$ cat src/rtl/cxu_link_buffer_pkg.sv
// cxu_link_buffer_pkg
//   Shared types and helpers for the CXU-LI link buffer slice.
//   - CXU_STATUS_W / cxu_status_e : response status field
//   - skid_state_e                : occupancy of the 2-entry request skid buffer
//   - field_w()                   : width of a field declared as W bits, with W == 0 => 1 bit
package cxu_link_buffer_pkg;

   localparam int unsigned CXU_STATUS_W = 3;

   typedef enum logic [CXU_STATUS_W-1:0] {
      CxuStatusOk   = 3'd0,
      CxuStatusErr  = 3'd1,
      CxuStatusBusy = 3'd2
   } cxu_status_e;

   typedef enum logic [1:0] {
      StEmpty = 2'd0,
      StOne   = 2'd1,
      StTwo   = 2'd2
   } skid_state_e;

   // A zero-width field is carried as a single tied bit so ports never vanish.
   function automatic int unsigned field_w(input int unsigned w);
      return (w == 0) ? 32'd1 : w;
   endfunction

endpackage

$ cat src/rtl/cxu_link_buffer_if.sv
// cxu_link_buffer_if
//   One CXU-LI link: request channel (valid/ready + cxu/state/func/insn/data0/data1 payload)
//   and response channel (valid/ready + status/data).
//   master : issues requests, accepts responses (mux side of a link, or the buffer towards a CXU)
//   slave  : accepts requests, issues responses
interface cxu_link_buffer_if #(
   parameter int unsigned CXU_N_CXUS    = 4,
   parameter int unsigned CXU_N_STATES  = 0,
   parameter int unsigned CXU_FUNC_ID_W = 3,
   parameter int unsigned CXU_INSN_W    = 0,
   parameter int unsigned CXU_DATA_W    = 32
);
   import cxu_link_buffer_pkg::*;

   localparam int unsigned ID_W    = field_w($clog2(CXU_N_CXUS));
   localparam int unsigned STATE_W = field_w($clog2(CXU_N_STATES));
   localparam int unsigned FUNC_W  = field_w(CXU_FUNC_ID_W);
   localparam int unsigned INSN_W  = field_w(CXU_INSN_W);
   localparam int unsigned DATA_W  = field_w(CXU_DATA_W);

   logic                    req_valid;
   logic                    req_ready;
   logic [ID_W-1:0]         req_cxu;
   logic [STATE_W-1:0]      req_state;
   logic [FUNC_W-1:0]       req_func;
   logic [INSN_W-1:0]       req_insn;
   logic [DATA_W-1:0]       req_data0;
   logic [DATA_W-1:0]       req_data1;
   logic                    resp_valid;
   logic                    resp_ready;
   logic [CXU_STATUS_W-1:0] resp_status;
   logic [DATA_W-1:0]       resp_data;

   modport master (
      output req_valid, req_cxu, req_state, req_func, req_insn, req_data0, req_data1, resp_ready,
      input  req_ready, resp_valid, resp_status, resp_data
   );

   modport slave (
      input  req_valid, req_cxu, req_state, req_func, req_insn, req_data0, req_data1, resp_ready,
      output req_ready, resp_valid, resp_status, resp_data
   );

endinterface

$ cat src/rtl/cxu_link_buffer_resp_fifo.sv
// cxu_link_buffer_resp_fifo
//   Response FIFO, DEPTH entries (power of two, >= 2) of W bits.
//   clk, rst_n   : clock, async active-low reset (empties the FIFO, clears storage)
//   push, wdata  : write; accepted when not full, or when full and popping in the same cycle
//   pop, rdata   : read head; pop ignored when empty; rdata valid while !empty
//   full, empty  : occupancy flags
//   count        : number of stored entries, 0..DEPTH
module cxu_link_buffer_resp_fifo #(
   parameter int unsigned DEPTH = 4,
   parameter int unsigned W     = 35
) (
   input  logic                     clk,
   input  logic                     rst_n,
   input  logic                     push,
   input  logic [W-1:0]             wdata,
   input  logic                     pop,
   output logic [W-1:0]             rdata,
   output logic                     full,
   output logic                     empty,
   output logic [$clog2(DEPTH):0]   count
);
   localparam int unsigned AW = $clog2(DEPTH);

   logic [DEPTH-1:0][W-1:0] mem_q;
   logic [AW-1:0]           wptr_q;
   logic [AW-1:0]           rptr_q;
   logic [AW:0]             count_q;
   logic                    do_push;
   logic                    do_pop;

   assign do_pop  = pop & ~empty;
   assign do_push = push & (~full | do_pop);

   always_ff @(posedge clk or negedge rst_n) begin
      if (!rst_n) begin
         mem_q   <= '0;
         wptr_q  <= '0;
         rptr_q  <= '0;
         count_q <= '0;
      end else begin
         if (do_push) begin
            mem_q[wptr_q] <= wdata;
            wptr_q        <= wptr_q + AW'(1);
         end
         if (do_pop) begin
            rptr_q <= rptr_q + AW'(1);
         end
         if (do_push && !do_pop) begin
            count_q <= count_q + (AW+1)'(1);
         end else if (!do_push && do_pop) begin
            count_q <= count_q - (AW+1)'(1);
         end
      end
   end

   assign full  = (count_q == (AW+1)'(DEPTH));
   assign empty = (count_q == '0);
   assign rdata = mem_q[rptr_q];
   assign count = count_q;

endmodule

$ cat src/rtl/cxu_link_buffer.sv
// cxu_link_buffer
//   Registered CXU-LI link stage between a CXU mux target port and one CXU.
//   Requests pass through a 2-entry skid buffer (registered ready, full throughput); responses
//   are absorbed by a FIFO. A credit gate only launches a request when a response slot is
//   guaranteed, so the CXU never sees back-pressure on a legal response.
//   clk, rst_n : clock, async active-low reset (drops all buffered requests/responses)
//   clk_en     : 0 freezes every register; handshakes in such cycles are not counted
//   i_link     : slave side facing the mux (i_req_* in, i_resp_* out)
//   t_link     : master side facing the CXU (t_req_* out, t_resp_* in)
module cxu_link_buffer #(
   parameter int unsigned CXU_N_CXUS    = 4,
   parameter int unsigned CXU_N_STATES  = 0,
   parameter int unsigned CXU_FUNC_ID_W = 3,
   parameter int unsigned CXU_INSN_W    = 0,
   parameter int unsigned CXU_DATA_W    = 32,
   parameter int unsigned N_REQS        = 16,
   parameter int unsigned RESP_DEPTH    = 4
) (
   input logic               clk,
   input logic               rst_n,
   input logic               clk_en,
   cxu_link_buffer_if.slave  i_link,
   cxu_link_buffer_if.master t_link
);
   import cxu_link_buffer_pkg::*;

   localparam int unsigned ID_W    = field_w($clog2(CXU_N_CXUS));
   localparam int unsigned STATE_W = field_w($clog2(CXU_N_STATES));
   localparam int unsigned FUNC_W  = field_w(CXU_FUNC_ID_W);
   localparam int unsigned INSN_W  = field_w(CXU_INSN_W);
   localparam int unsigned DATA_W  = field_w(CXU_DATA_W);
   localparam int unsigned PAY_W   = ID_W + STATE_W + FUNC_W + INSN_W + 2 * DATA_W;
   localparam int unsigned RESP_W  = CXU_STATUS_W + DATA_W;
   localparam int unsigned OUT_W   = $clog2(N_REQS + 1);
   localparam int unsigned CNT_W   = $clog2(RESP_DEPTH) + 1;

   skid_state_e      state_q;
   logic [PAY_W-1:0] slot0_q;   // head, always the oldest request
   logic [PAY_W-1:0] slot1_q;
   logic             ready_q;
   logic [OUT_W-1:0] outstanding_q;

   logic [PAY_W-1:0]  in_pay;
   logic              accept;
   logic              launch;
   logic              resp_fire;
   logic              resp_pop;
   logic [RESP_W-1:0] fifo_rdata;
   logic              fifo_full;
   logic              fifo_empty;
   logic [CNT_W-1:0]  fifo_count;

   assign in_pay = {i_link.req_cxu, i_link.req_state, i_link.req_func, i_link.req_insn,
                    i_link.req_data0, i_link.req_data1};

   assign accept    = clk_en & i_link.req_valid & ready_q;
   assign launch    = clk_en & t_link.req_valid & t_link.req_ready;
   // A response with nothing outstanding is a protocol error: dropped, never stored.
   assign resp_fire = clk_en & t_link.resp_valid & t_link.resp_ready & (outstanding_q != '0);
   assign resp_pop  = clk_en & i_link.resp_valid & i_link.resp_ready;

   // ready_q tracks "next state is not TWO"; it stays 0 until the first enabled edge after reset.
   always_ff @(posedge clk or negedge rst_n) begin
      if (!rst_n) begin
         state_q <= StEmpty;
         slot0_q <= '0;
         slot1_q <= '0;
         ready_q <= 1'b0;
      end else if (clk_en) begin
         ready_q <= 1'b1;
         unique case (state_q)
            StEmpty: begin
               if (accept) begin
                  slot0_q <= in_pay;
                  state_q <= StOne;
               end
            end
            StOne: begin
               if (accept && !launch) begin
                  slot1_q <= in_pay;
                  state_q <= StTwo;
                  ready_q <= 1'b0;
               end else if (accept) begin
                  slot0_q <= in_pay;
               end else if (launch) begin
                  state_q <= StEmpty;
               end
            end
            StTwo: begin
               if (launch) begin
                  slot0_q <= slot1_q;
                  state_q <= StOne;
               end else begin
                  ready_q <= 1'b0;
               end
            end
            default: state_q <= StEmpty;
         endcase
      end
   end

   always_ff @(posedge clk or negedge rst_n) begin
      if (!rst_n) begin
         outstanding_q <= '0;
      end else if (launch && !resp_fire) begin
         outstanding_q <= outstanding_q + OUT_W'(1);
      end else if (!launch && resp_fire) begin
         outstanding_q <= outstanding_q - OUT_W'(1);
      end
   end

   // Launch only when both the in-flight limit and a reserved FIFO slot allow it.
   assign t_link.req_valid = (state_q != StEmpty) &&
                             (32'(outstanding_q) < N_REQS) &&
                             (32'(outstanding_q) + 32'(fifo_count) < RESP_DEPTH);
   assign {t_link.req_cxu, t_link.req_state, t_link.req_func, t_link.req_insn,
           t_link.req_data0, t_link.req_data1} = slot0_q;
   assign t_link.resp_ready = ~fifo_full;

   assign i_link.req_ready  = ready_q;
   assign i_link.resp_valid = ~fifo_empty;
   assign {i_link.resp_status, i_link.resp_data} = fifo_rdata;

   cxu_link_buffer_resp_fifo #(
      .DEPTH (RESP_DEPTH),
      .W     (RESP_W)
   ) u_resp_fifo (
      .clk   (clk),
      .rst_n (rst_n),
      .push  (resp_fire),
      .wdata ({t_link.resp_status, t_link.resp_data}),
      .pop   (resp_pop),
      .rdata (fifo_rdata),
      .full  (fifo_full),
      .empty (fifo_empty),
      .count (fifo_count)
   );

   assert property (@(posedge clk) disable iff (!rst_n)
      !(clk_en && t_link.resp_valid && t_link.resp_ready && (outstanding_q == '0)))
      else $error("cxu_link_buffer: CXU response with no request outstanding, dropped");

endmodule

$ cat src/flat_wrapper.sv
// flat-port wrapper written by rule: the top's interface ports become plain ports
module cxu_link_buffer_flat import cxu_link_buffer_pkg::*;
#(
   parameter int unsigned CXU_N_CXUS    = 4,
   parameter int unsigned CXU_N_STATES  = 0,
   parameter int unsigned CXU_FUNC_ID_W = 3,
   parameter int unsigned CXU_INSN_W    = 0,
   parameter int unsigned CXU_DATA_W    = 32,
   parameter int unsigned N_REQS        = 16,
   parameter int unsigned RESP_DEPTH    = 4
)
  (clk, rst_n, clk_en, i_link_req_valid, i_link_req_cxu, i_link_req_state, i_link_req_func, i_link_req_insn, i_link_req_data0, i_link_req_data1, i_link_resp_ready, i_link_req_ready, i_link_resp_valid, i_link_resp_status, i_link_resp_data, t_link_req_valid, t_link_req_cxu, t_link_req_state, t_link_req_func, t_link_req_insn, t_link_req_data0, t_link_req_data1, t_link_resp_ready, t_link_req_ready, t_link_resp_valid, t_link_resp_status, t_link_resp_data);
  cxu_link_buffer_if #(.CXU_N_CXUS(CXU_N_CXUS), .CXU_N_STATES(CXU_N_STATES), .CXU_FUNC_ID_W(CXU_FUNC_ID_W), .CXU_INSN_W(CXU_INSN_W), .CXU_DATA_W(CXU_DATA_W)) i_link_i ();
  cxu_link_buffer_if #(.CXU_N_CXUS(CXU_N_CXUS), .CXU_N_STATES(CXU_N_STATES), .CXU_FUNC_ID_W(CXU_FUNC_ID_W), .CXU_INSN_W(CXU_INSN_W), .CXU_DATA_W(CXU_DATA_W)) t_link_i ();
  input logic clk;
  input logic rst_n;
  input logic clk_en;
  input wire logic [$bits(i_link_i.req_valid)-1:0] i_link_req_valid;
  input wire logic [$bits(i_link_i.req_cxu)-1:0] i_link_req_cxu;
  input wire logic [$bits(i_link_i.req_state)-1:0] i_link_req_state;
  input wire logic [$bits(i_link_i.req_func)-1:0] i_link_req_func;
  input wire logic [$bits(i_link_i.req_insn)-1:0] i_link_req_insn;
  input wire logic [$bits(i_link_i.req_data0)-1:0] i_link_req_data0;
  input wire logic [$bits(i_link_i.req_data1)-1:0] i_link_req_data1;
  input wire logic [$bits(i_link_i.resp_ready)-1:0] i_link_resp_ready;
  output wire logic [$bits(i_link_i.req_ready)-1:0] i_link_req_ready;
  output wire logic [$bits(i_link_i.resp_valid)-1:0] i_link_resp_valid;
  output wire logic [$bits(i_link_i.resp_status)-1:0] i_link_resp_status;
  output wire logic [$bits(i_link_i.resp_data)-1:0] i_link_resp_data;
  output wire logic [$bits(t_link_i.req_valid)-1:0] t_link_req_valid;
  output wire logic [$bits(t_link_i.req_cxu)-1:0] t_link_req_cxu;
  output wire logic [$bits(t_link_i.req_state)-1:0] t_link_req_state;
  output wire logic [$bits(t_link_i.req_func)-1:0] t_link_req_func;
  output wire logic [$bits(t_link_i.req_insn)-1:0] t_link_req_insn;
  output wire logic [$bits(t_link_i.req_data0)-1:0] t_link_req_data0;
  output wire logic [$bits(t_link_i.req_data1)-1:0] t_link_req_data1;
  output wire logic [$bits(t_link_i.resp_ready)-1:0] t_link_resp_ready;
  input wire logic [$bits(t_link_i.req_ready)-1:0] t_link_req_ready;
  input wire logic [$bits(t_link_i.resp_valid)-1:0] t_link_resp_valid;
  input wire logic [$bits(t_link_i.resp_status)-1:0] t_link_resp_status;
  input wire logic [$bits(t_link_i.resp_data)-1:0] t_link_resp_data;
  assign i_link_i.req_valid = i_link_req_valid;
  assign i_link_i.req_cxu = i_link_req_cxu;
  assign i_link_i.req_state = i_link_req_state;
  assign i_link_i.req_func = i_link_req_func;
  assign i_link_i.req_insn = i_link_req_insn;
  assign i_link_i.req_data0 = i_link_req_data0;
  assign i_link_i.req_data1 = i_link_req_data1;
  assign i_link_i.resp_ready = i_link_resp_ready;
  assign i_link_req_ready = i_link_i.req_ready;
  assign i_link_resp_valid = i_link_i.resp_valid;
  assign i_link_resp_status = i_link_i.resp_status;
  assign i_link_resp_data = i_link_i.resp_data;
  assign t_link_req_valid = t_link_i.req_valid;
  assign t_link_req_cxu = t_link_i.req_cxu;
  assign t_link_req_state = t_link_i.req_state;
  assign t_link_req_func = t_link_i.req_func;
  assign t_link_req_insn = t_link_i.req_insn;
  assign t_link_req_data0 = t_link_i.req_data0;
  assign t_link_req_data1 = t_link_i.req_data1;
  assign t_link_resp_ready = t_link_i.resp_ready;
  assign t_link_i.req_ready = t_link_req_ready;
  assign t_link_i.resp_valid = t_link_resp_valid;
  assign t_link_i.resp_status = t_link_resp_status;
  assign t_link_i.resp_data = t_link_resp_data;
  cxu_link_buffer #(.CXU_N_CXUS(CXU_N_CXUS), .CXU_N_STATES(CXU_N_STATES), .CXU_FUNC_ID_W(CXU_FUNC_ID_W), .CXU_INSN_W(CXU_INSN_W), .CXU_DATA_W(CXU_DATA_W), .N_REQS(N_REQS), .RESP_DEPTH(RESP_DEPTH)) u_core (.clk(clk), .rst_n(rst_n), .clk_en(clk_en), .i_link(i_link_i), .t_link(t_link_i));
endmodule
$ cat config.mk
export PLATFORM = sky130hd
export DESIGN_NAME = cxu_link_buffer_flat
export DESIGN_NICKNAME = d
export VERILOG_FILES = /design/src/rtl/cxu_link_buffer_pkg.sv /design/src/rtl/cxu_link_buffer_if.sv /design/src/rtl/cxu_link_buffer_resp_fifo.sv /design/src/rtl/cxu_link_buffer.sv /design/src/flat_wrapper.sv
export SDC_FILE = /design/constraint.sdc
export NUM_CORES = 1
export LEC_CHECK = 0
export ABC_CLOCK_PERIOD_IN_PS = 2800
export CAP_MARGIN = 10
export CORE_ASPECT_RATIO = 0.75
export CORE_UTILIZATION = 42
export DETAILED_ROUTE_END_ITERATION = 7
export PLACE_DENSITY = 0.68
export SLEW_MARGIN = 10
export SYNTH_ARGS = -nofsm -noshare
export SYNTH_HDL_FRONTEND = slang
export SYNTH_SLANG_ARGS = --single-unit
$ cat constraint.sdc
create_clock -name clk -period 2.8 [get_ports clk]
set_input_delay 0.42 -clock clk [delete_from_list [all_inputs] [get_ports clk]]
set_output_delay 0.42 -clock clk [all_outputs]
set_load 0.03 [all_outputs]
### Word level (Yosys, flattened, before mapping)

Cells that the tools add are included.
W data, S select, Z words.

* flip-flop bits (word level): 297
* input port bits: 113
* output and inout bits: 110
* word-level logic and storage cells: 90

* add/sub/neg operators: 7
* order comparisons: 5
* equal/unequal tests: 8
* mux-type cells: 22
* bitwise logic cells: 14
* reduce and logical (&&, ||, !) cells: 22

Operator list (number)
* $mux W71: 3
* $pmux W71 S3: 1
* $bwmux W140: 1
* $bmux W35 S2: 1
* $demux W35 S2: 1
* $mux W35: 2
* $lt A32 B3 Y1 const B: 1
* $and A1 B1 Y1: 11
* $mux W2: 5
* $mux W5: 2
* $logic_and A1 B1 Y1: 8
* $add A5 B3 Y6: 1
* $lt A2 B3 Y1 const B: 2
* $mux W3: 2
* $pmux W2 S3: 1
* $reduce_bool A2 Y1: 3
* $add A5 B1 Y5 const B: 1
* $lt A5 B5 Y1 const B: 1
* $reduce_and A5 Y1: 1
* $reduce_bool A5 Y1: 1
* $sub A5 B1 Y5 const B: 1
* $add A2 B1 Y2 const B: 2
* $logic_not A1 Y1: 4
* $ne A2 B1 Y1 const B: 2
* other kinds (18): 20

### Longest topological paths before layout

* depth in word-level cells: 11
* mapped depth: 14
* gate-level depth less buffers: 14

### Hierarchy

A second synthesis with hierarchy kept.

* cells, all modules: 834
* area, all modules: 14048.5 µm²

Modules (own cells, without submodules)
* cxu_link_buffer: instances 1, cells each 460, area each 7561.0 µm², sequential area each 3753.6 µm²
* cxu_link_buffer_resp_fifo: instances 1, cells each 374, area each 6487.5 µm², sequential area each 3678.5 µm²

### Worst setup path after synthesis

OpenSTA, ideal clock, no wires.

* path kind: register to register
* start point: reg u_core.u_resp_fifo.count_q[2] (netlist: u_core.u_resp_fifo.count[2])
* end point: reg u_core.outstanding_q[4]
* library setup time: 0.125 ns
* arrival time: 2.906 ns
* data required time: 2.675 ns
* setup slack: -0.231 ns
* cell stages (with the launch flop): 14
* buffers on the path: 0
* period minus slack after synthesis: 3.031 ns
* path through: dfrtp_1 > ha_1 > nor4_4 > and4_4 > nand2_1 > inv_1 > ha_1 > inv_1 > fa_1 > a21o_1 > a21oi_1 > xnor2_1 > nor2_1 > xor2_1

* longest elaborated chain between the ends: 8
* elaborated cells between the ends (all ways): 15
* those cells by class: add/sub (1); order compare (1); eq/ne (1); mux (1); bitwise (5); reduce/logical (6)

Ends and longest elaborated chain
* start, declared: line cxu_link_buffer_resp_fifo.sv:27 `logic [AW:0] count_q;`
* start signal, assigned: line cxu_link_buffer_resp_fifo.sv:49 `count_q <= count_q + (AW+1)'(1);`
* start signal, assigned: line cxu_link_buffer_resp_fifo.sv:51 `count_q <= count_q - (AW+1)'(1);`
* $add A5 B3 Y6: line cxu_link_buffer.sv:115 `(32'(outstanding_q) + 32'(fifo_count) < RESP_DEPTH);`
* $lt A32 B3 Y1: line cxu_link_buffer.sv:115
* $logic_and A1 B1 Y1: line cxu_link_buffer.sv:114 `(32'(outstanding_q) < N_REQS) &&`
* $and A1 B1 Y1 (2 in a row): line cxu_link_buffer.sv:57 `assign launch = clk_en & t_link.req_valid & t_link.req_ready;`
* $logic_not A1 Y1: line cxu_link_buffer.sv:107 `end else if (!launch && resp_fire) begin`
* $logic_and A1 B1 Y1: line cxu_link_buffer.sv:107
* $reduce_bool A2 Y1 (no source line)
* end signal, assigned: line cxu_link_buffer.sv:106 `outstanding_q <= outstanding_q + OUT_W'(1);`
* end signal, assigned: line cxu_link_buffer.sv:108 `outstanding_q <= outstanding_q - OUT_W'(1);`
* end, declared: line cxu_link_buffer.sv:41 `logic [OUT_W-1:0] outstanding_q;`

Parallel ways exist; a longest one is shown, timed or not.
A chain may end at the register's enable or synchronous reset.

### Worst setup path after layout

* start point: reg u_core.outstanding_q[2]
* end point: reg u_core.slot0_q[35]

* longest elaborated chain between the ends: 9
* elaborated cells between the ends (all ways): 12
* those cells by class: add/sub (1); order compare (2); eq/ne (2); bitwise (2); reduce/logical (5)

Ends and longest elaborated chain
* $add A5 B3 Y6 or $lt A5 B5 Y1 (tied branches): line cxu_link_buffer.sv:115, cxu_link_buffer.sv:114
* $lt A32 B3 Y1 or $logic_and A1 B1 Y1 (tied branches): line cxu_link_buffer.sv:115, cxu_link_buffer.sv:113
* $logic_and A1 B1 Y1 (*): line cxu_link_buffer.sv:114
* $and A1 B1 Y1 (*) (2 in a row): line cxu_link_buffer.sv:57
* $logic_not A1 Y1: line cxu_link_buffer.sv:79 `if (accept && !launch) begin`
* $logic_and A1 B1 Y1: line cxu_link_buffer.sv:79
* $ne A2 B2 Y1 (no source line)
* $reduce_and A4 Y1 (no source line) (*)
* end signal, assigned: line cxu_link_buffer.sv:74 `slot0_q <= in_pay;`
* end signal, assigned: line cxu_link_buffer.sv:84 `slot0_q <= in_pay;`
* end signal, assigned: line cxu_link_buffer.sv:91 `slot0_q <= slot1_q;`
* end, declared: line cxu_link_buffer.sv:38 `logic [PAY_W-1:0] slot0_q;`

Every way passes the cells marked *; elsewhere a longest branch is shown, timed or not.

==> flow_summary.yaml <==
status:
  status: "finished with violations"
  violations: "design-rule violations"
drt:
  route.detailed.wl_per_inst_um: 18.9
  drt_first_pass_iters: 7
  remaining_drc_errors: 48
  drt-total-wl_um: 28500
  first_iter_violations: 282
  avgViaCountPerCell: 5.18
  route.antenna.remaining_nets: 0
  routed-via-count: 7824
critical_path:
  critical_path_class: "reg2reg"
  worstSetupStartpointType: "flip-flop"
  required_ns: 3.24
  r2r_cells: 10
  capturing_element_of_the_worst_setup_path: "u_core.slot0_q[35]"
  r2r_start: "u_core.outstanding_q[2]"
  crit-reg2reg-capture: "u_core.slot0_q[35]"
  path_max_fanout: 7
  cp-startpoint: "u_core.outstanding_q[2]"
  endpoint_kind: "flip-flop"
  worst_ep_arrival_time_ns: 3.16
  worst-r2r-setup-slack_ns: 0.08
synthesis:
  syn_nets: 961
  yosys_warnings: 0
  netlist-cell-type-count: 32
  synth.cell_area_mm2: 0.0132
  ys_seq_elements: 297
  synth_area_per_cell_um2: 15.8
  synthTopCellsByArea: "dfrtp_1 56%, mux2_2 29%, mux4_2 6.0%"
  syn-instance-count: 831
  share_of_flip_flops_with_an_asynchronous_set_or_reset_after_synthesis_pct: 100
  synth_largest_type_area_fraction_pct: 56.5
  number_of_enable_type_register_cells_in_the_synthesized_netlist: 0
  postSynth.topFlopCell: "dfrtp_1"
  synth_area_leader_cell: "dfrtp_1"
  synth_sequential_area_ratio_pct: 56.5
placement:
  place_area_mm2: 0.0161
  numPortBuffers: 222
  routabilityCongestion: 0.779
  dp_hpwl_um: 18400
power_and_ir_drop:
  power_w: 0.0215
  power.density_cell_area_mw_per_mm2: 1240
  total_leakage_power_nw: 7.36
  max-vdd-ir-drop_v: 0.000688
sta:
  finalSetupViolations: 0
  slew_headroom_pct: 60.9
  max_clock_freq_ghz: 0.367
  final_hold_viol_count: 0
  slew_viol_final: 0
  timing.clock.skew_ns: 0.0119
  rsz0062_at_grt: "true"
  min_period_over_period_pct: 97.2
  tightest_slew_ns: 0.586
  period_minus_slack_ns: 2.72
  setup_tns_final_ns: 0
die:
  std_cell_rows: 55
  initial_utilization_pct: 43.2
  io-pin-count: 223
  fp.coreArea_mm2: 0.0305
  total_die_area_mm2: 0.0320
  die_height_um: 155
  die_width_um: 206
clocking:
  clkSinkCount: 297
  cts_root_buffer: "clkbuf_16"
  clkLatencyLatePin_ns: 0.56
  cts_tree: "built"
  cts.reportedPaths.clkPinSlew_ns: 0.06
  cts-buffers-inserted: 31
  clk_path_buf_depth: 3
  h_tree_depth_reported_by_cts: 1
grt:
  grt_remaining_overflow: 0
  global_route.usage.met3_pct: 5.87
  grt_busiest_layer: "met2"
  grt_pass1_vias: 8433
  grt_util_all_layers_pct: 17.9
  first_pass_grt_wire_length_um: 45300
  grt_antenna_before_repair: 2
  grt_start_max_net_pins: 73
  grt_util_met1_pct: 25.6
  met2_usage_pct: 26.6
min_path:
  worst_hold_path_type: "in2async"
layout:
  num-nets-final: 1215
  number_of_inserted_filler_cells_in_the_final_layout: 2486
  area_delta_synth_final_pct: 31.5
  layout.cells.most_common: "mux2_2"
  most-common-layout-cells: "343 x mux2_2, 295 x dfrtp_1, 185 x clkdlybuf4s50_1"
  final_design_area_no_fill_mm2: 0.0173
  drive_gt1_share_pct: 45.8
flow_run:
  drv.max_cap_violation_count: 0
-- repair_timing --
| action | in CTS | in global routing |
|---|---|---|
| setup buffers | 0 | 6 |
| pin swaps | 0 | 3 |
| gates resized for setup | 19 | 5 |
| setup endpoints to repair | 19 | 58 |
| hold buffers | 1 | 0 |
| cloned | 0 | 3 |
| endpoints found under the hold margin | 62 | 0 |
-- cells in the mapped netlist (3+ instances only) --
master	instances
o21ai_0	6
xnor2_1	7
inv_1	9
clkbuf_1	33
nand3_1	5
mux2_2	343
dfrtp_1	297
nor2_1	10
nand4_1	6
a21oi_1	3
mux4_2	35
ha_1	15
nand2_1	14
mux2_1	12
xor2_1	4
buf_1	6
buf_6	7
-- cells by family after synthesis --
group / Yosys count / synth area share (%)
multiplexers: 390 / 36.4
XOR/XNOR: 11 / 0.732
AND/OR/NAND/NOR: 45 / 1.80
AO/OA/AOI/OAI: 16 / 0.922
flip-flops: 297 / 56.5
adder cells (fa/ha/maj): 17 / 1.73
buffers and inverters: 55 / 1.97
-- through the flow --
step,hold slack [ns],utilization [%],instances,setup WS [ns]
finish,0.400,56.8,1509,0.0773
global route,0.448,56.8,1508,-0.0429
CTS,0.432,56.3,1499,0.0336
detailed placement,0.436,53.0,1441,0.0540
global placement,0.436,53.0,1441,0.104
floorplan,0.124,-,831,0.00484
-- sequential cells by signal, summed over array words and instances, names as in the netlist --
signal and count:
u_core.u_resp_fifo.mem_q 140, u_core.slot0_q 71, u_core.slot1_q 71, u_core.outstanding_q 5, u_core.u_resp_fifo.count 3, u_core.state_q 2
u_core.u_resp_fifo.rptr_q 2, u_core.u_resp_fifo.wptr_q 2, u_core.i_link.req_ready 1
-- layout make-up --
cell class                      count  area, um^2  area share, %
Sequential cell                   297        7430           42.9
Multi-Input combinational cell    479        5520           31.9
Timing Repair Buffer              267        2800           16.2
Clock buffer                       41         873           5.05
Tap cell                          399         499           2.88
Clock inverter                     16         149          0.860
Inverter                            9        33.8          0.195
Antenna cell                        1        2.50         0.0145
-- metal layers --
metal  up-vias  part of all wire, %  wire length (um)
li1       3548                    -                 -
met1      4032                   47             13500
met2       201                   43             12400
met3        41                  7.5              2120
met4         2                  1.7               492
met5         -                0.046                13
-- report_power, final --
part | internal [W] | leakage, nW | total, W | switching [W]
combinational | 0.00508 | 3.29 | 0.00975 | 0.00466
clock | 0.00238 | 0.502 | 0.00409 | 0.00171
sequential | 0.00646 | 3.57 | 0.00761 | 0.00116
total | 0.0139 | 7.36 | 0.0215 | 0.00753
-- how the worst min path moves through the flow --
stage	start	to	slack, ns	depth (start not counted)
finish	rst_n	u_core.u_resp_fifo.mem_q[30]	0.40	2
global route	rst_n	u_core.u_resp_fifo.mem_q[30]	0.45	2
CTS	rst_n	u_core.u_resp_fifo.mem_q[30]	0.43	2
detailed placement	rst_n	u_core.u_resp_fifo.mem_q[26]	0.44	1
global placement	rst_n	u_core.u_resp_fifo.mem_q[26]	0.44	1
floorplan	rst_n	u_core.i_link.req_ready	0.12	0
-- critical path, cell delays in order, from the launching register on --
cell and delay, ns:
dfrtp_1 0.41, ha_4 0.26, nor4_4 0.28, and4_4 0.28, nand2_2 0.06, buf_4 0.15, a2111oi_4 0.29, buf_4 0.21
buf_12 0.15, buf_4 0.16, mux2_2 0.33
(Power assumes the default switching activity.)
